<file path="src/rtl/entrada_codigo_pkg.sv">
`default_nettype none
// ---------------------------------------------------------------------------
// entrada_codigo_pkg : state encoding and 7-segment table for code entry
// Revision: 1.0
// ---------------------------------------------------------------------------
package entrada_codigo_pkg;

    typedef enum logic [1:0] {
        OCIOSO  = 2'd0,
        ENTRADA = 2'd1,
        OFERTA  = 2'd2,
        LIMPA   = 2'd3
    } estado_t;

    localparam logic [6:0] SEG_BLANK = 7'b1111111;

    // Active-low gfedcba patterns; index 0 is the rightmost entry.
    localparam logic [9:0][6:0] SEG_TABLE = {
        7'b0010000,  // 9
        7'b0000000,  // 8
        7'b1111000,  // 7
        7'b0000010,  // 6
        7'b0010010,  // 5
        7'b0011001,  // 4
        7'b0110000,  // 3
        7'b0100100,  // 2
        7'b1111001,  // 1
        7'b1000000   // 0
    };

    function automatic logic [6:0] seg7(input logic [3:0] bcd);
        logic [6:0] seg;
        if (bcd > 4'd9) begin
            seg = SEG_BLANK;
        end else begin
            seg = SEG_TABLE[bcd];
        end
        return seg;
    endfunction

endpackage

`default_nettype wire

</file>
<file path="src/rtl/entrada_codigo_debounce.sv">
`default_nettype none
// ---------------------------------------------------------------------------
// debounce_botao : 2-flop synchronizer, stability counter, press pulse
// Revision: 1.0
// ---------------------------------------------------------------------------
module debounce_botao #(
    parameter int DEBOUNCE_CYCLES = 270000
) (
    input  logic clk,
    input  logic rst_n,
    input  logic botao,
    output logic pressionado
);

    localparam int CNT_W = $clog2(DEBOUNCE_CYCLES + 1);

    logic             sync1;
    logic             sync2;
    logic             estavel;
    logic [CNT_W-1:0] contador;

    always_ff @(posedge clk) begin
        if (!rst_n) begin
            sync1       <= 1'b1;
            sync2       <= 1'b1;
            estavel     <= 1'b1;
            contador    <= '0;
            pressionado <= 1'b0;
        end else begin
            sync1       <= botao;
            sync2       <= sync1;
            pressionado <= 1'b0;
            // Any return to the accepted level restarts the stability window.
            if (sync2 == estavel) begin
                contador <= '0;
            end else if (contador == CNT_W'(DEBOUNCE_CYCLES - 1)) begin
                contador    <= '0;
                estavel     <= sync2;
                pressionado <= ~sync2;
            end else begin
                contador <= contador + 1'b1;
            end
        end
    end

endmodule

`default_nettype wire

</file>
<file path="src/rtl/entrada_codigo.sv">
`default_nettype none
// ---------------------------------------------------------------------------
// entrada_codigo : pushbutton BCD code entry, 7-seg drive, valid/ready offer
// Revision: 1.0
// ---------------------------------------------------------------------------
module entrada_codigo
    import entrada_codigo_pkg::*;
#(
    parameter int DEBOUNCE_CYCLES = 270000,
    parameter int NUM_DIGITOS     = 4
) (
    input  logic        clk_27,
    input  logic        rst_n,
    input  logic        botaoPassarNumero,
    input  logic        botaoPassarDisplay,
    input  logic        botaoConfirmar,
    input  logic        habilita,
    input  logic        limpar,
    input  logic        codigo_pronto,
    output logic [15:0] codigo,
    output logic        codigo_valido,
    output logic [1:0]  digito_sel,
    output logic [6:0]  display1,
    output logic [6:0]  display2,
    output logic [6:0]  display3,
    output logic [6:0]  display4
);

    localparam logic [1:0] SEL_MAX = 2'(NUM_DIGITOS - 1);

    estado_t                     estado;
    logic [NUM_DIGITOS-1:0][3:0] digitos;       // index 0 is digit1
    logic [NUM_DIGITOS-1:0][3:0] digitos_upd;
    logic [1:0]                  sel_upd;
    logic                        ev_numero;
    logic                        ev_display;
    logic                        ev_confirmar;

    debounce_botao #(.DEBOUNCE_CYCLES(DEBOUNCE_CYCLES)) u_db_numero (
        .clk(clk_27), .rst_n(rst_n), .botao(botaoPassarNumero), .pressionado(ev_numero)
    );

    debounce_botao #(.DEBOUNCE_CYCLES(DEBOUNCE_CYCLES)) u_db_display (
        .clk(clk_27), .rst_n(rst_n), .botao(botaoPassarDisplay), .pressionado(ev_display)
    );

    debounce_botao #(.DEBOUNCE_CYCLES(DEBOUNCE_CYCLES)) u_db_confirmar (
        .clk(clk_27), .rst_n(rst_n), .botao(botaoConfirmar), .pressionado(ev_confirmar)
    );

    // Increment uses the old selection; the advance follows in the same cycle.
    always_comb begin
        digitos_upd = digitos;
        sel_upd     = digito_sel;
        if (ev_numero) begin
            digitos_upd[digito_sel] = (digitos[digito_sel] == 4'd9) ? 4'd0
                                                                     : digitos[digito_sel] + 4'd1;
        end
        if (ev_display) begin
            sel_upd = (digito_sel == SEL_MAX) ? 2'd0 : digito_sel + 2'd1;
        end
    end

    always_ff @(posedge clk_27) begin
        if (!rst_n) begin
            estado        <= OCIOSO;
            digitos       <= '0;
            digito_sel    <= '0;
            codigo        <= '0;
            codigo_valido <= 1'b0;
        end else begin
            case (estado)
                OCIOSO: begin
                    if (habilita) begin
                        estado     <= ENTRADA;
                        digitos    <= '0;
                        digito_sel <= '0;
                    end
                end
                ENTRADA: begin
                    if (limpar) begin
                        estado     <= LIMPA;
                        digitos    <= '0;
                        digito_sel <= '0;
                    end else if (!habilita) begin
                        estado <= OCIOSO;
                    end else begin
                        digitos    <= digitos_upd;
                        digito_sel <= sel_upd;
                        if (ev_confirmar) begin
                            codigo        <= {digitos_upd[0], digitos_upd[1],
                                              digitos_upd[2], digitos_upd[3]};
                            codigo_valido <= 1'b1;
                            estado        <= OFERTA;
                        end
                    end
                end
                OFERTA: begin
                    // Abort and completed transfer both leave through LIMPA.
                    if (limpar || codigo_pronto) begin
                        estado        <= LIMPA;
                        digitos       <= '0;
                        digito_sel    <= '0;
                        codigo_valido <= 1'b0;
                    end else if (!habilita) begin
                        estado        <= OCIOSO;
                        codigo_valido <= 1'b0;
                    end
                end
                LIMPA: begin
                    digitos       <= '0;
                    digito_sel    <= '0;
                    codigo_valido <= 1'b0;
                    if (!limpar) begin
                        estado <= habilita ? ENTRADA : OCIOSO;
                    end
                end
                default: begin
                    estado        <= OCIOSO;
                    codigo_valido <= 1'b0;
                end
            endcase
        end
    end

    always_ff @(posedge clk_27) begin
        if (!rst_n || estado == OCIOSO) begin
            display1 <= SEG_BLANK;
            display2 <= SEG_BLANK;
            display3 <= SEG_BLANK;
            display4 <= SEG_BLANK;
        end else begin
            display1 <= seg7(digitos[0]);
            display2 <= seg7(digitos[1]);
            display3 <= seg7(digitos[2]);
            display4 <= seg7(digitos[3]);
        end
    end

endmodule

`default_nettype wire
</file>
<file path="config.mk">
export PLATFORM = sky130hd
export DESIGN_NAME = entrada_codigo
export DESIGN_NICKNAME = d
export VERILOG_FILES = /design/src/rtl/entrada_codigo_pkg.sv /design/src/rtl/entrada_codigo_debounce.sv /design/src/rtl/entrada_codigo.sv
export SDC_FILE = /design/constraint.sdc
export NUM_CORES = 1
export LEC_CHECK = 0
export CAP_MARGIN = 30
export CORE_MARGIN = 1.5
export CORE_UTILIZATION = 60
export DETAILED_ROUTE_END_ITERATION = 7
export GPL_ROUTABILITY_DRIVEN = 1
export PLACE_DENSITY = 0.91
export SETUP_SLACK_MARGIN = 0.2
export SYNTH_ARGS = -nofsm -noshare
export SYNTH_HDL_FRONTEND = slang
export SYNTH_SLANG_ARGS = --single-unit
</file>
<file path="constraint.sdc">
create_clock -name clk_27 -period 4.68 [get_ports clk_27]
set_input_delay 0.936 -clock clk_27 [delete_from_list [all_inputs] [get_ports clk_27]]
set_output_delay 0.936 -clock clk_27 [all_outputs]
set_load 0.03 [all_outputs]
</file>
Word level (Yosys, flattened, before mapping)
Memories as Yosys holds them, arrays and structs flattened. A register that Yosys moved wholly into a read port is not among the register bits.
Cells that the tools add are included.
{ "word_totals": {"reg_bits": 106, "latch_bits": 0, "ram_bits": 0, "rom_bits": 448, "out_inout_bits": 47, "elab_cells": 128, "memories": 4} }
{ "memory_table": {"columns": ["memory", "depth", "word_bits", "rd", "rd_clocked_by_memory_dff", "wr", "line_no", "rtl"], "rows": [
  ["(no name shown)", 16, 7, 1, 1, 0, "entrada_codigo_pkg.sv:36", "seg = SEG_TABLE[bcd];"],
  ["(no name shown)", 16, 7, 1, 1, 0, "entrada_codigo_pkg.sv:36", null],
  ["(no name shown)", 16, 7, 1, 1, 0, "entrada_codigo_pkg.sv:36", null],
  ["(no name shown)", 16, 7, 1, 1, 0, "entrada_codigo_pkg.sv:36", null]
]} }
{ "classes": {"n_addsub": 5, "multipliers": 0, "div_mod_pow": 0, "order_cmp": 6, "n_eq_ne": 21, "n_shift": 0, "n_mux": 34, "bitwise_logic": 11, "reduce_logical": 24} }
{ "ops": {"columns": ["cell", "n"], "rows": [
  ["16-bit 2-to-1 mux", 5],
  ["16-bit one-hot mux with 4 select lines", 1],
  ["19-bit by 1-bit adder with 19-bit output, second input constant", 3],
  ["19-bit == test, second input constant", 3],
  ["2-bit 2-to-1 mux", 13],
  ["3-bit OR reduction", 6],
  ["16-bit bitwise mux", 1],
  ["4-bit greater-than comparator, second input constant", 4],
  ["2-bit one-hot mux with 4 select lines", 2],
  ["4-bit 2-to-1 mux", 3],
  ["4-bit AND reduction", 3],
  ["1-bit inverter", 11],
  ["2-bit inequality test, second input constant", 5],
  ["4-bit binary-select mux with 2-bit select", 1],
  ["4-bit demux with 2-bit select", 1],
  ["2-bit OR reduction", 4],
  ["2-bit == test, second input constant", 3],
  ["1-bit 2-to-1 mux", 6],
  ["3-bit inequality test, second input constant", 2],
  ["2-bit AND reduction", 3],
  ["5-bit AND reduction", 1],
  ["4-bit by 1-bit adder with 4-bit output, second input constant", 1],
  ["4-bit == test, second input constant", 1],
  ["4-bit by 3-bit inequality test with 1-bit output, second input constant", 1],
  ["other kinds (14)", 17]
]} }

Longest topological paths before layout
Gate-level depths: netlist (run 1).
{ "logic_depth": {"word_depth": 9, "mapped_depth": 9} }

By module
Synthesis (run 1) repeated with hierarchy kept, for this count alone.
{ "unflattened": {"cells_unflattened": 714, "hier_area_um2": 6203.4} }
{ "by_module_without_submodules": {"columns": ["mod", "n_inst", "cells_each", "area_each_um2", "seq_area_each_um2"], "rows": [
  ["entrada_codigo", 1, 384, 3189.3, 1301.2],
  ["debounce_botao", 3, 110, 1004.7, 460.4]
]} }

Worst setup path after synthesis (run 1)
OpenSTA, ideal clock, no wires.
{ "synth_path": {"path_kind": "flip-flop to flip-flop", "startpoint": "register digito_sel[0]", "endpoint": "register codigo[15]", "arrival_time_ns": 1.846, "slack_ns": 2.710, "stages_incl_launch_ff": 7, "cell_sequence": "dfxtp_1 > buf_6 > mux4_2 > nand2_2 > mux2i_1 > a22oi_4 > o2bb2ai_1"} }
{ "synth_between": {"elab_chain_len": 6} }
{ "synth_lines": {"columns": ["element", "line_no", "rtl"], "rows": [
  ["start: declaration", "entrada_codigo.sv:22", "output logic [1:0] digito_sel,"],
  ["start signal: assignment", "entrada_codigo.sv:89", "digito_sel <= sel_upd;"],
  ["4-bit binary-select mux with 2-bit select, or another cell as far along", "entrada_codigo.sv:56, entrada_codigo.sv:57", null],
  ["4-bit 2-to-1 mux (not written as such) / 1-bit logical AND (equally long branches)", "entrada_codigo.sv:56, entrada_codigo.sv:57", null],
  ["4-bit by 1-bit adder with 4-bit output, or another cell as far along", "entrada_codigo.sv:57", ": digitos[digito_sel] + 4'd1;"],
  ["4-bit 2-to-1 mux / 4-bit demux with 2-bit select (equally long branches)", "entrada_codigo.sv:56", "digitos_upd[digito_sel] = (digitos[digito_sel] == 4'd9) ? 4'd0"],
  ["16-bit bitwise mux *", "entrada_codigo.sv:56", null],
  ["16-bit 2-to-1 mux *", "entrada_codigo.sv:55", "if (ev_numero) begin"],
  ["end signal: assignment", "entrada_codigo.sv:91", "codigo <= {digitos_upd[0], digitos_upd[1],"],
  ["end: declaration", "entrada_codigo.sv:20", "output logic [15:0] codigo,"]
]} }
Every way passes the cells marked *; elsewhere a longest branch is shown, timed or not. The select of a mux whose other input is x is not followed.
A chain may end at the register's enable or synchronous reset.

Worst setup path in the final report (run 1)
{ "layout_path": {"startpoint": "register digito_sel[0]", "endpoint": "output port digito_sel[0]"} }
No word-level cell between the ends.

==> results of run 1 <==
-- cell usage after synthesis, drive strengths merged (7+ instances only) --
cell type and instances:
dfxtp 134, nor2 99, nand2 52, o21ai 48
nand3 46, xor2 35, a21oi 28, ha 27
clkbuf 26, nor2b 23, inv 22, xnor2 19
o211ai 16, and3 14, nand2b 14, nand4 13
buf 7, nor3 7
-- cells by family (layout without fill, tap and decap cells) --
family | Yosys count | in the layout | share of synthesized area [%]
AO/OA/AOI/OAI | 121 | 121 | 12.5
multiplexers | 8 | 8 | 2.14
AND/OR/NAND/NOR | 297 | 297 | 24.2
buffers and inverters | 55 | 109 | 3.64
adder cells (fa/ha/maj) | 27 | 27 | 5.56
XOR/XNOR | 54 | 54 | 7.90
flip-flops | 134 | 134 | 44.1
-- worst min path at each step --
stage | from | to | slack [ns]
after floorplan | u_db_confirmar.sync1 | u_db_confirmar.sync2 | 0.39
final | u_db_display.sync1 | u_db_display.sync2 | 0.40
after global routing | u_db_confirmar.sync1 | u_db_confirmar.sync2 | 0.42
after detailed placement | u_db_display.sync1 | u_db_display.sync2 | 0.39
after global placement | u_db_display.sync1 | u_db_display.sync2 | 0.39
after CTS | u_db_display.sync1 | u_db_display.sync2 | 0.41
-- power by group --
group | switching, mW | total (mW) | internal (mW) | leakage (nW)
registers | 0.0119 | 1.18 | 1.17 | 1.09
clock network | 0.491 | 1.45 | 0.962 | 0.303
logic | 0.0935 | 0.149 | 0.0559 | 1.16
total | 0.597 | 2.78 | 2.19 | 2.55
-- through the flow --
stage,instances,area (µm²)
3_3_place_gp,851,6650
6_report,883,7310
4_1_cts,883,7310
5_1_grt,883,7310
2_1_floorplan,696,6080
3_5_place_dp,851,6650
-- area by class of cell --
cell class / count / area share (%)
flip-flops and latches: 134 / 36.7
repair buffers: 55 / 7.43
clock inverters: 11 / 2.69
inverters: 22 / 1.13
clock buffers: 21 / 6.28
well taps: 133 / 2.28
multi-input cells: 507 / 43.5
-- sequential cells by signal, summed over array words and instances, names as in the netlist, 2 cells and up --
name and flops:
display4 7, u_db_confirmar.contador 19, u_db_display.contador 19, digito_sel 2, display1 7, estado 2
display3 7, digitos 16, u_db_numero.contador 19, display2 7, codigo 16
-- routing by layer --
| metal | vias up | share of wire, % | global-route usage [%] |
|---|---|---|---|
| met5 | - | 0 | 0 |
| met3 | 45 | 7.1 | 6.99 |
| li1 | 2486 | - | - |
| met1 | 2412 | 40 | 31.2 |
| met4 | 0 | 2.8 | 12.0 |
| met2 | 213 | 50 | 46.2 |
==> flow_summary.ini, run 1 <==
[critical_path]
start_kind = flip-flop
r2r_end = digitos[3]
cp_top_family = buffers and inverters
cp.arrival_ns = 2.01
path_class = flip-flop to output pin
critPathRequiredTime_ns = 3.74
crit_cells = 1
r2r-start = digito_sel[0]
slowest_delay_ns = 0.81
endpoint_kind = output pin
crit_end = digito_sel[0]
r2r_cells = 5
crit_chain = clkdlybuf4s50_1
crit_start = digito_sel[0]
critPathSlowestCell = clkdlybuf4s50_1
rrSetupSlack_ns = 2.41
crit_fanout = 10
cp.buffers_inverters = 1

[logic_synthesis]
ys.flop_type = dfxtp_1
postSynthCellCount = 696
yosys.area.top_type = dfxtp_1
netlist.area_leader.share_pct = 44.1
syn_nets = 731
yosys_warnings = 0
netlist-cell-type-count = 51
synth_edf_count = 0
synth.area.top_cells = dfxtp_1 (44%), nor2_1 (6.1%), ha_1 (5.6%)
ys_seq_elements = 134
async_flop_share_pct = 0
ys_seq_area_share_pct = 44.1
synthesis.area_um2 = 6080
syn_area_per_cell_um2 = 8.74

[drt]
vias = 5156
first_pass_iters = 5
drt_iter0_drc = 349
wl_per_cell_um = 15.5
wirelength_mm = 13.7
antenna_left = 0
viasPerCell = 5.84
drc = 0

[final_layout]
ff_latch_area_um2 = 2680
syn_to_final_growth_pct = 20.2
fin_nets = 772
fill_cells = 711
diodes = 0
finalCoreUtilization_pct = 74.4
mostFrequentLayoutCells = dfxtp_1 (134), nor2_1 (99), clkdlybuf4s50_1 (53)
drive_above_1_share_pct = 5.87
multi_input_area_um2 = 3180
final_common_cell = dfxtp_1

[floorplanning]
fp-row-count = 36
initial_core_util_pct = 61.9
die_w_um = 104
io_pins = 55
die_area_um2 = 10700
core_um2 = 9820
chipHeight_um = 104

[timing]
rsz0062_at_grt = no
worst_slew_pin_slew_ns = 0.924
slew_headroom_pct = 37.7
fmax_ghz = 0.340
finalSetupTns_ns = 0
holdWs_ns = 0.404
finalClockSkew_ns = 0.00607
setup_ws_ns = 1.74
min_period_ns = 2.94
setup_viol = 0
finalCritPeriodShare_pct = 62.9
finalHoldViolations = 0
slew_violations = 0

[power_and_ir_drop]
cellLeakagePower_nw = 2.55
p_total_mw = 2.78
power_density_nw_per_um2 = 381
ir_drop_mv = 0.230

[global_routing]
grt_max_degree = 57
grt.total_usage_pct = 26.8
grt-ovfl-total = 0
grt_first_pass_wirelength_mm = 23.6
grt_pass1_vias = 5136
antenna_found_initial = 0

[clocking]
htreeDepth = 4
numCtsBuffers = 17
clock_sink_count = 134
cts_resized = 0
cts_hold_buffers = 0
cts_setup_buffers = 0
cts.clk_slew.worst_paths_ns = 0.06
clockRootBuffer = clkbuf_8
tritoncts = done
clock_latency_ns = 0.53
clockBufferDepth = 2

[placement]
pre_cts_slack_ns = 1.66
hpwl_mm = 9.02
portBuffers = 54
place_congestion = 0.859

[worst_hold_path]
hp-class = flip-flop to flip-flop
whs_path_depth = 1

[status]
outcome = complete, no violations

[flow_run]
max-cap-violations = 0
Note: power is estimated with default switching activity, not from simulation.
==> run 2: changes to the inputs <==
--- a/config.mk
+++ b/config.mk
@@ -7,10 +7,10 @@
 export LEC_CHECK = 0
 export CAP_MARGIN = 30
 export CORE_MARGIN = 1.5
-export CORE_UTILIZATION = 60
+export CORE_UTILIZATION = 57
 export DETAILED_ROUTE_END_ITERATION = 7
 export GPL_ROUTABILITY_DRIVEN = 1
-export PLACE_DENSITY = 0.91
+export PLACE_DENSITY = 0.87
 export SETUP_SLACK_MARGIN = 0.2
 export SYNTH_ARGS = -nofsm -noshare
 export SYNTH_HDL_FRONTEND = slang
==> constraint.sdc (replaced) <==
create_clock -name clk_27 -period 3 [get_ports clk_27]
set_input_delay 0.6 -clock clk_27 [delete_from_list [all_inputs] [get_ports clk_27]]
set_output_delay 0.6 -clock clk_27 [all_outputs]
set_load 0.03 [all_outputs]
==> flow_summary.ini, run 2 (synthesized netlist as in run 1, its figures left out) <==
[status]
outcome = complete, no violations

[critical_path]
rrSetupSlack_ns = 0.76
cp.buffers_inverters = 1
crit_chain = clkdlybuf4s50_1
path_class = flip-flop to output pin
r2r_cells = 4
cp_top_family = buffers and inverters
start_kind = flip-flop
r2r_end = codigo[6]
crit_fanout = 10
endpoint_kind = output pin
r2r-start = digito_sel[0]
critPathSlowestCell = clkdlybuf4s50_1
slowest_delay_ns = 0.79
cp.arrival_ns = 1.96
critPathRequiredTime_ns = 2.40

[final_layout]
mostFrequentLayoutCells = dfxtp_1 (134), nor2_1 (99), clkdlybuf4s50_1 (53)
fin_nets = 774
diodes = 0
drive_above_1_share_pct = 5.86
syn_to_final_growth_pct = 19.6
fill_cells = 754
final_common_cell = dfxtp_1
reg_top3 = u_db_confirmar.contador x19, u_db_display.contador x19, u_db_numero.contador x19

[global_routing]
grt_max_degree = 70
grt-ovfl-total = 0
grt.total_usage_pct = 24.7
grt_pass1_vias = 4794
grt_first_pass_wirelength_mm = 22.1
antenna_found_initial = 0

[timing]
rsz0062_at_grt = no
finalSetupTns_ns = 0
finalHoldViolations = 0
fmax_ghz = 0.390
slew_violations = 0
worst_slew_pin_slew_ns = 0.939
finalClockSkew_ns = 0.00579
holdWs_ns = 0.400
setup_viol = 0
min_period_ns = 2.56
slew_headroom_pct = 36.7
finalCritPeriodShare_pct = 85.4

[floorplanning]
fp-row-count = 37
chipHeight_um = 106
die_w_um = 106
initial_core_util_pct = 58.9
core_um2 = 10300
die_area_um2 = 11300
io_pins = 55

[clocking]
cts_hold_buffers = 0
tritoncts = done
cts_setup_buffers = 0
cts.clk_slew.worst_paths_ns = 0.06
clockBufferDepth = 2
clock_latency_ns = 0.53
cts_resized = 0
clock_sink_count = 134
clockRootBuffer = clkbuf_8
htreeDepth = 4
numCtsBuffers = 17

[drt]
vias = 5093
drc = 0
first_pass_iters = 5
wirelength_mm = 13.5
antenna_left = 0
drt_iter0_drc = 365
wl_per_cell_um = 15.2
viasPerCell = 5.74

[flow_run]
max-cap-violations = 0

[worst_hold_path]
hp-class = flip-flop to flip-flop
min_to = u_db_numero.sync2
whs_path_depth = 1
min_from = u_db_numero.sync1

[placement]
hpwl_mm = 8.93
portBuffers = 54
place_congestion = 0.846

[power_and_ir_drop]
ir_drop_mv = 0.308
power_density_nw_per_um2 = 574
cellLeakagePower_nw = 2.55
p_total_mw = 4.17
-- run 2: area by class of cell --
class | count | area [µm²] | share of cell area [%]
inverter | 22 | 82.6 | 1.14
clock buffer | 21 | 449 | 6.18
multi-input combinational | 507 | 3180 | 43.7
tap | 136 | 170 | 2.34
timing repair buffer | 57 | 558 | 7.67
clock inverter | 10 | 153 | 2.10
sequential | 134 | 2680 | 36.9
-- run 2: metal layers --
layer | GRT usage (%) | vias to the layer above | share of wire (%)
li1 | - | 2476 | -
met1 | 29.2 | 2391 | 40
met2 | 41.3 | 188 | 51
met3 | 6.93 | 38 | 6.5
met4 | 12.0 | 0 | 2.5
met5 | 0 | - | 0
-- run 2: how the worst max path moves through the flow --
stage	from	endpoint	slack, ns	depth (start not counted)
after floorplan	digito_sel[0]	codigo[15]	1.03	6
after global placement	limpar	digitos[4]	0.68	6
after detailed placement	limpar	digitos[12]	0.57	6
after CTS	digito_sel[0]	digito_sel[0]	0.42	1
after global routing	digito_sel[0]	digito_sel[0]	0.36	1
final	digito_sel[0]	digito_sel[0]	0.44	1
-- run 2: power by group --
group	switching, mW	internal [mW]	total (mW)
registers	0.0177	1.82	1.84
logic	0.144	0.0874	0.232
clock network	0.723	1.38	2.10
total	0.884	3.29	4.17
-- run 2: stage by stage --
stage	instances	util (%)	setup slack [ns]	instance area [µm²]
6_report	887	70.4	0.438	7270
5_1_grt	887	70.4	0.358	7270
4_1_cts	887	70.4	0.425	7270
3_5_place_dp	856	64.6	0.570	6670
3_3_place_gp	856	64.6	0.678	6670
2_1_floorplan	696	-	1.03	6080
==> run 3: changes to the inputs <==
--- a/config.mk
+++ b/config.mk
@@ -6,11 +6,12 @@
 export NUM_CORES = 1
 export LEC_CHECK = 0
 export CAP_MARGIN = 30
+export CORE_ASPECT_RATIO = 1.2
 export CORE_MARGIN = 1.5
-export CORE_UTILIZATION = 57
+export CORE_UTILIZATION = 60
 export DETAILED_ROUTE_END_ITERATION = 7
 export GPL_ROUTABILITY_DRIVEN = 1
-export PLACE_DENSITY = 0.87
+export PLACE_DENSITY = 0.91
 export SETUP_SLACK_MARGIN = 0.2
 export SYNTH_ARGS = -nofsm -noshare
 export SYNTH_HDL_FRONTEND = slang
==> constraint.sdc (replaced) <==
create_clock -name clk_27 -period 3.25 [get_ports clk_27]
set_input_delay 0.65 -clock clk_27 [delete_from_list [all_inputs] [get_ports clk_27]]
set_output_delay 0.65 -clock clk_27 [all_outputs]
set_load 0.03 [all_outputs]
==> flow_summary.ini, run 3 (synthesized netlist as in run 1, its figures left out) <==
[status]
outcome = complete, no violations

[power_and_ir_drop]
power_density_nw_per_um2 = 545
ir_drop_mv = 0.457
cellLeakagePower_nw = 2.57

[critical_path]
crit_fanout = 10
cp.buffers_inverters = 1
endpoint_kind = output pin
rrSetupSlack_ns = 1.05
start_kind = flip-flop
r2r_cells = 5
cp.arrival_ns = 1.83
crit_end = digito_sel[0]
crit_cells = 1
crit_chain = clkdlybuf4s50_1
cp_top_family = buffers and inverters
crit_start = digito_sel[0]
slowest_delay_ns = 0.80
path_class = flip-flop to output pin
r2r_end = digitos[3]
critPathRequiredTime_ns = 2.60
r2r-start = digito_sel[0]
critPathSlowestCell = clkdlybuf4s50_1

[global_routing]
antenna_found_initial = 0
grt-ovfl-total = 0
grt_first_pass_wirelength_mm = 22.7
grt.total_usage_pct = 27.1
grt_pass1_vias = 4893
grt_max_degree = 60

[timing]
fmax_ghz = 0.404
worst_slew_pin_slew_ns = 0.991
finalClockSkew_ns = 0.00661
setup_viol = 0
min_period_ns = 2.48
setup_ws_ns = 0.773
rsz0062_at_grt = no
finalCritPeriodShare_pct = 76.2
finalSetupTns_ns = 0
slew_violations = 0
finalHoldViolations = 0
slew_headroom_pct = 33.2

[placement]
place_congestion = 0.871
portBuffers = 54
pre_cts_slack_ns = 0.757
hpwl_mm = 9.12

[flow_run]
max-cap-violations = 0

[clocking]
numCtsBuffers = 17
htreeDepth = 4
cts_setup_buffers = 0
clockRootBuffer = clkbuf_16
cts.clk_slew.worst_paths_ns = 0.05
clockBufferDepth = 2
clock_latency_ns = 0.42
cts_resized = 0
cts_hold_buffers = 0
tritoncts = done
clock_sink_count = 134

[floorplanning]
initial_core_util_pct = 61.1
chipHeight_um = 113
die_area_um2 = 10800
die_w_um = 94.9
core_um2 = 9960
fp-row-count = 40
io_pins = 55

[drt]
antenna_left = 0
viasPerCell = 5.86
first_pass_iters = 5
wl_per_cell_um = 15.8
drc = 0
vias = 5147
wirelength_mm = 13.9
drt_iter0_drc = 469

[final_layout]
syn_to_final_growth_pct = 20.1
final_common_cell = dfxtp_1
reg_top3 = u_db_confirmar.contador x19, u_db_display.contador x19, u_db_numero.contador x19
finalCoreUtilization_pct = 73.3
fin_nets = 774
mostFrequentLayoutCells = dfxtp_1 (134), nor2_1 (99), clkdlybuf4s50_1 (53)
drive_above_1_share_pct = 5.85
diodes = 0
fill_cells = 664

[worst_hold_path]
hp-class = flip-flop to flip-flop
[run 3: layout make-up]
cell class | instances | area [µm²] | area share (%)
Multi-Input combinational cell | 507 | 3180 | 43.5
Clock inverter | 7 | 140 | 1.92
Inverter | 22 | 82.6 | 1.13
Tap cell | 126 | 158 | 2.16
Sequential cell | 134 | 2680 | 36.7
Timing Repair Buffer | 57 | 558 | 7.64
Clock buffer | 25 | 505 | 6.92
[run 3: how the worst min path moves through the flow]
stage                      endpoint  slack (ns)            startpoint  cells after the start
2_1_floorplan  u_db_confirmar.sync2        0.39  u_db_confirmar.sync1                      1
3_3_place_gp     u_db_display.sync2        0.39    u_db_display.sync1                      1
3_5_place_dp   u_db_confirmar.sync2        0.40  u_db_confirmar.sync1                      1
4_1_cts          u_db_display.sync2        0.41    u_db_display.sync1                      1
5_1_grt          u_db_display.sync2        0.42    u_db_display.sync1                      1
6_report         u_db_display.sync2        0.40    u_db_display.sync1                      1
[run 3: metrics by stage]
step                std cells  power (mW)  instance area [µm²]  hold slack (ns)
floorplan                 696        1.86                 6080            0.386
global placement          846        1.94                 6660            0.389
detailed placement        846        1.94                 6660            0.402
CTS                       878        3.99                 7300            0.407
global route              878        4.09                 7300            0.420
finish                    878        3.98                 7300            0.405
[run 3: power by group]
| part | switching [mW] | leakage, nW | total (mW) | internal (mW) |
|---|---|---|---|---|
| Combinational | 0.134 | 1.17 | 0.214 | 0.0805 |
| Sequential | 0.0164 | 1.09 | 1.70 | 1.68 |
| Clock | 0.682 | 0.310 | 2.07 | 1.39 |
[run 3: metal layers]
layer  share of wire, %  wire length [µm]  vias to the layer above  GRT usage (%)
met3                5.6               776                       39           6.59
met4                2.8               385                        0           13.1
met1                 40              5510                     2416           30.7
li1                   -                 -                     2484              -
met2                 52              7250                      208           47.0
met5                  0                 0                        -              0
==> edit 1: new RTL, flow settings as in run 1 <==
The 4 values of `estado_t` get a one-hot encoding in 4 bits.
--- a/src/rtl/entrada_codigo_pkg.sv
+++ b/src/rtl/entrada_codigo_pkg.sv
@@ -6,9 +6,9 @@
 package entrada_codigo_pkg;
 
-    typedef enum logic [1:0] {
-        OCIOSO  = 2'd0,
-        ENTRADA = 2'd1,
-        OFERTA  = 2'd2,
-        LIMPA   = 2'd3
+    typedef enum logic [3:0] {
+        OCIOSO  = 4'b0001,
+        ENTRADA = 4'b0010,
+        OFERTA  = 4'b0100,
+        LIMPA   = 4'b1000
     } estado_t;
 
Check against the original RTL: no difference found for any inputs over 4 cycles, from zero or initial values and one cycle with rst_n low; so few cycles prove little.
==> edit 1 against run 1 <==
Non-clock buffer count is the same. Worst setup slack better by 0.076 ns. Cell area grew 0.53%. Final cell count rose by 2.0%. First-iteration DRC count increased by 40%. Sequential cell count grew 2. Area after synthesis is 1.9% higher. Routed wire length grew 7.3%. Largest cell class unchanged.
Power is not compared: it rests on default switching activity, and its combinational part moved more than twofold at a synthesized area within 25%.
==> edit 1: results (changes against run 1) <==
largest net degree at the start of global routing -> 41 (was 57)
largest registers -> u_db_confirmar.contador: 19 flops, u_db_display.contador: 19 flops, u_db_numero.contador: 19 flops (unchanged)
met1 Use GR -> 33.5% (was 31.2%)
worst-path maximum fanout -> 25 (was 10)
internal power -> 2.19 mW
CP Capture Point -> codigo[3] (was digito_sel[0])
H-tree depth -> 4 (unchanged)
cells on worst reg2reg path -> 5 (unchanged)
CTS clock-pin slew for the worst setup and hold paths -> 0.06 ns (about the same)
sequential share of the synthesized area -> 44.0% (was 44.1%)
first-pass GRT wire length -> 24,200 microns (was 23,600 microns)
grt met3 use -> 6.61% (was 6.99%)
Synthesized Nets -> 743 (was 731)
initial antenna violation count -> 0 (unchanged)
nets -> 790 (was 772)
most frequent cells after synthesis -> dfxtp_1 (136), nor2_1 (92), nand2_1 (79) (was dfxtp_1 (134), nor2_1 (99), nand2_1 (51))
All-Layer GR Usage -> 27.6% (was 26.8%)
gpl congestion -> 0.879 (was 0.859)
WL final -> 14,700 microns (was 13,700 microns)
DP HPWL -> 9180 microns (was 9020 microns)
Clk Latency, worst-skew pair -> 0.54 ns
clk_skew -> 0.00605 ns (was 0.00607 ns)
mux contribution to synthesized area -> 2.32% (was 2.14%)
largest stage delay on the critical path -> 0.56 ns (was 0.81 ns)
Critical path origin -> limpar (was digito_sel[0])
Area contributors post-synth -> dfxtp_1 (44%), nor2_1 (5.6%), ha_1 (5.5%), nand2_1 (4.8%), xor2_1 (4.2%) (was dfxtp_1 (44%), nor2_1 (6.1%), ha_1 (5.6%), xor2_1 (5.0%), nand3_1 (3.8%))
drt pass-1 iters -> 8 (was 5)
Post-CTS Setup Repair Bufs -> 0 (unchanged)
ANT cells -> 0 (unchanged)
share of post-route cells with drive strength above 1 -> 6.38% (was 5.87%)
Vias/cell -> 5.96 (was 5.84)
DR iter-0 viols -> 487 (was 349)
# fillers -> 666 (was 711)
met2 Use GR -> 46.7% (was 46.2%)
Crit path max-delay family -> simple AND/OR/NAND/NOR gates (was buffers and inverters)
Critical-path top delay cell -> or3_1 (was clkdlybuf4s50_1)
Synth Area in XOR/XNOR -> 8.08% (was 7.90%)
RR Startpoint -> estado[1] (was digito_sel[0])
Slew HR -> 36.4% (was 37.7%)
compound-cell area share of the yosys netlist -> 12.7% (was 12.5%)
CTS buffer count -> 17 (unchanged)
Adder-Cell Fraction of Synth Area -> 5.45% (was 5.56%)
vias in the first global route -> 5,183 (was 5,136)
Static Leak -> 2.53 nW
Synth cell types -> 56 (was 51)
status -> finished clean (unchanged)
largest buffer count on any clock path -> 2 (unchanged)
yosys warns -> 0 (unchanged)
Post-DP Area -> 6760 sq um (was 6650 sq um)
critical path arrival -> 3.32 ns (was 2.01 ns)
asr flop ratio synth -> 0% (unchanged)
r2r setup slk -> 2.28 ns (was 2.41 ns)
[edit 1: changes by cell type in the layout (fill, tap and decap cells not counted), sizes merged, moves of 5 or more]
cell / change
a21oi: -6
o22ai: +14
nor2b: -17
nand3: -9
xnor2: +5
nor2: -6
nor3: +9
a32oi: -6
nand2: +28
a22oi: -5
[edit 1: area by class of cell]
| class | instances | area [sq um] | area share (%) |
|---|---|---|---|
| Timing Repair Buffer | 55 | 543 | 7.39 |
| Clock inverter | 11 | 123 | 1.67 |
| Clock buffer | 21 | 459 | 6.25 |
| Tap cell | 133 | 166 | 2.27 |
| Inverter | 25 | 93.8 | 1.28 |
| Sequential cell | 136 | 2720 | 37.1 |
| Multi-Input combinational cell | 520 | 3240 | 44.1 |
[edit 1: logic make-up after synthesis]
logic type | after synthesis
flip-flops | 136
buffers and inverters | 52
AO/OA/AOI/OAI | 125
AND/OR/NAND/NOR | 304
XOR/XNOR | 55
multiplexers | 9
adder cells (fa/ha/maj) | 27
[edit 1: worst min-delay path by stage]
stage                         startpoint              endpoint  slack, ns  cells after the start
floorplan           u_db_confirmar.sync1  u_db_confirmar.sync2       0.39                      1
global placement    u_db_confirmar.sync1  u_db_confirmar.sync2       0.40                      1
detailed placement     u_db_numero.sync1     u_db_numero.sync2       0.40                      1
CTS                    u_db_numero.sync1     u_db_numero.sync2       0.41                      1
global route        u_db_confirmar.sync1  u_db_confirmar.sync2       0.42                      1
finish                 u_db_numero.sync1     u_db_numero.sync2       0.41                      1
[edit 1: worst reg2reg max path: cells and delay by family (launching register included)]
kind             cells  cell delay [ns]
flip-flops           1             0.48
AO/OA/AOI/OAI        1             0.11
AND/OR/NAND/NOR      4             1.73
[edit 1: through the flow]
stage	hold slack (ns)	setup slack, ns	instances
floorplan	0.386	2.60	708
global placement	0.404	1.50	869
detailed placement	0.396	1.35	869
CTS	0.411	1.80	901
global route	0.423	1.66	901
finish	0.410	1.81	901
[edit 1: power groups by stage]
stage / Sequential (mW) / Clock, mW / Combinational (mW)
after global routing: 1.27 / 1.36 / 0.462
after detailed placement: 1.29 / 0 / 0.427
after global placement: 1.28 / 0 / 0.418
after CTS: 1.26 / 1.30 / 0.430
after floorplan: 1.40 / 0 / 0.150
final: 1.26 / 1.30 / 0.433
[edit 1: layer usage]
| layer | vias up | share of wire, % |
|---|---|---|
| li1 | 2538 | - |
| met1 | 2532 | 41 |
| met2 | 239 | 49 |
| met3 | 60 | 7.3 |
| met4 | 0 | 2.6 |
| met5 | - | 0 |
==> edit 2: new RTL, flow settings as in run 1 <==
Without the edit above. `DEBOUNCE_CYCLES` is set to 270000 in 2 places; all go to 540000.
--- a/src/rtl/entrada_codigo_debounce.sv
+++ b/src/rtl/entrada_codigo_debounce.sv
@@ -5,5 +5,5 @@
 // ---------------------------------------------------------------------------
 module debounce_botao #(
-    parameter int DEBOUNCE_CYCLES = 270000
+    parameter int DEBOUNCE_CYCLES = 540000
 ) (
     input  logic clk,
--- a/src/rtl/entrada_codigo.sv
+++ b/src/rtl/entrada_codigo.sv
@@ -7,5 +7,5 @@
     import entrada_codigo_pkg::*;
 #(
-    parameter int DEBOUNCE_CYCLES = 270000,
+    parameter int DEBOUNCE_CYCLES = 540000,
     parameter int NUM_DIGITOS     = 4
 ) (
Check against the original RTL: same outputs for any inputs over 4 cycles, from zero or initial values and one cycle with rst_n low; that may be too few to reach the edited logic, so the function may still have changed.
==> edit 2 against run 1 <==
Sequential cell count increased by 3. Global-route usage is 1.0 points higher. Critical path depth unchanged. Largest cell class unchanged. Worst setup slack improved by 0.086 ns. Via count grew 3.9%. Area after synthesis up 1.9%. Routed wire length rose by 7.1%. Core utilization fell by 0.85 points. Cell area fell by 0.24%. Count of clock-buffer cells in the layout fell by 2. Synthesized cell count up 1.3%. Power decreased by 7.2%.
==> edit 2: results (changes against run 1) <==
share of post-route cells with drive strength above 1 -> 6.31% (was 5.87%)
All-Layer GR Usage -> 27.8% (was 26.8%)
gpl congestion -> 0.913 (was 0.859)
post_cts resized -> 0 (unchanged)
Syn Inst Count -> 705 (was 696)
Critical-path top delay cell -> clkdlybuf4s50_1 (unchanged)
largest buffer count on any clock path -> 2 (unchanged)
Synth cell types -> 51 (unchanged)
RR Startpoint -> digito_sel[0] (unchanged)
Clk Latency, worst-skew pair -> 0.53 ns (about the same)
Post-CTS Setup Repair Bufs -> 0 (unchanged)
status -> finished clean (unchanged)
Synthesized Nets -> 740 (was 731)
Static Leak -> 2.44 nW (was 2.55 nW)
largest registers -> u_db_confirmar.contador: 20 flops, u_db_display.contador: 20 flops, u_db_numero.contador: 20 flops (was u_db_confirmar.contador: 19 flops, u_db_display.contador: 19 flops, u_db_numero.contador: 19 flops)
Worst Hold End -> u_db_confirmar.sync2 (was u_db_display.sync2)
ANT cells -> 0 (unchanged)
first-pass GRT wire length -> 24,400 microns (was 23,600 microns)
r2r setup slk -> 2.41 ns (about the same)
most frequent cells after synthesis -> dfxtp_1 (137), nor2_1 (101), nand2_1 (77) (was dfxtp_1 (134), nor2_1 (99), nand2_1 (51))
Crit path max-delay family -> buffers and inverters (unchanged)
sequential share of the synthesized area -> 44.3% (was 44.1%)
worst-path maximum fanout -> 9 (was 10)
internal power -> 1.96 mW (was 2.19 mW)
CTS clock-pin slew for the worst setup and hold paths -> 0.06 ns (about the same)
H-tree depth -> 4 (unchanged)
DP HPWL -> 9880 microns (was 9020 microns)
WL final -> 14,700 microns (was 13,700 microns)
CTS buffer count -> 17 (unchanged)
# fillers -> 687 (was 711)
Hold Crit Start -> u_db_confirmar.sync1 (was u_db_display.sync1)
Vias/cell -> 5.99 (was 5.84)
placed cell count -> 862 (was 851)
clk_skew -> 0.00667 ns (was 0.00607 ns)
cells on worst reg2reg path -> 5 (unchanged)
pre-CTS setup slack -> 1.62 ns (was 1.66 ns)
Area contributors post-synth -> dfxtp_1 (44%), nor2_1 (6.1%), ha_1 (5.5%), nand2_1 (4.7%), xor2_1 (4.4%) (was dfxtp_1 (44%), nor2_1 (6.1%), ha_1 (5.6%), xor2_1 (5.0%), nand3_1 (3.8%))
DR iter-0 viols -> 501 (was 349)
largest stage delay on the critical path -> 0.77 ns (was 0.81 ns)
critical path arrival -> 1.92 ns (was 2.01 ns)
Root Buffer -> clkbuf_8 (unchanged)
hold slack -> 0.408 ns (was 0.404 ns)
Slew HR -> 38.4% (was 37.7%)
Hold Vio Cnt, Final -> 0 (unchanged)
largest net degree at the start of global routing -> 58 (was 57)
r2r endpoint -> digitos[2] (was digitos[3])
initial antenna violation count -> 0 (unchanged)
vias in the first global route -> 5,260 (was 5,136)
drt pass-1 iters -> 6 (was 5)
asr flop ratio synth -> 0% (unchanged)
Hold Crit Depth -> 1 (unchanged)
nets -> 783 (was 772)
DR WL/cell -> 16.4 microns (was 15.5 microns)
peak supply drop -> 0.000216 V (was 0.000230 V)
yosys warns -> 0 (unchanged)
edit 2: cell types whose count changed in the layout (fill, tap and decap cells not counted), sizes merged, moves of 7 or more:
cell	run 1	this run
a22o	0	8
a21oi	28	21
nor2b	23	6
o21ai	48	40
a21boi	2	11
nand2	52	77
o22ai	0	12
nand3	46	31
xnor2	19	27
edit 2: power by group through the flow:
stage	clock network, mW	logic, mW	registers [mW]
after floorplan	0	0.0522	1.26
after global placement	0	0.142	1.23
after detailed placement	0	0.148	1.23
after CTS	1.23	0.149	1.20
after global routing	1.28	0.157	1.20
final	1.23	0.149	1.20
edit 2: worst max path at each step:
stage | startpoint | endpoint | slack (ns)
final | digito_sel[0] | digito_sel[0] | 1.82
after global routing | digito_sel[0] | digito_sel[0] | 1.75
after CTS | digito_sel[0] | digito_sel[0] | 1.80
after detailed placement | limpar | codigo[11] | 1.62
after global placement | habilita | digitos[6] | 1.79
after floorplan | habilita | codigo[11] | 2.45
edit 2: cell type report:
cell class | instances | share of cell area (%)
clock buffers | 19 | 5.78
clock inverters | 13 | 1.66
inverters | 24 | 1.25
multi-input cells | 512 | 43.8
flip-flops and latches | 137 | 37.6
well taps | 133 | 2.28
repair buffers | 56 | 7.55
edit 2: layer usage:
metal / track usage (%) / up-vias / part of all wire, %
met3: 7.36 / 74 / 7.9
li1: - / 2501 / -
met5: 0 / - / 0
met2: 46.4 / 278 / 47
met4: 15.1 / 0 / 4.4
met1: 32.6 / 2506 / 41
edit 2: per-stage QoR:
stage | util (%) | area [sq um]
3_3_place_gp | 68.0 | 6740
6_report | 73.6 | 7290
3_5_place_dp | 68.1 | 6750
2_1_floorplan | - | 6200
4_1_cts | 73.6 | 7290
5_1_grt | 73.6 | 7290
edit 2: kinds of logic (layout without fill, tap and decap cells):
group / after synthesis / count (layout) / synth area share, %
buf+inv: 56 / 112 / 4.18
mux: 10 / 10 / 2.50
compound gates: 118 / 118 / 12.4
flops: 137 / 137 / 44.3
simple gates: 299 / 299 / 22.9
fa+ha+maj: 27 / 27 / 5.45
xor+xnor: 58 / 58 / 8.32
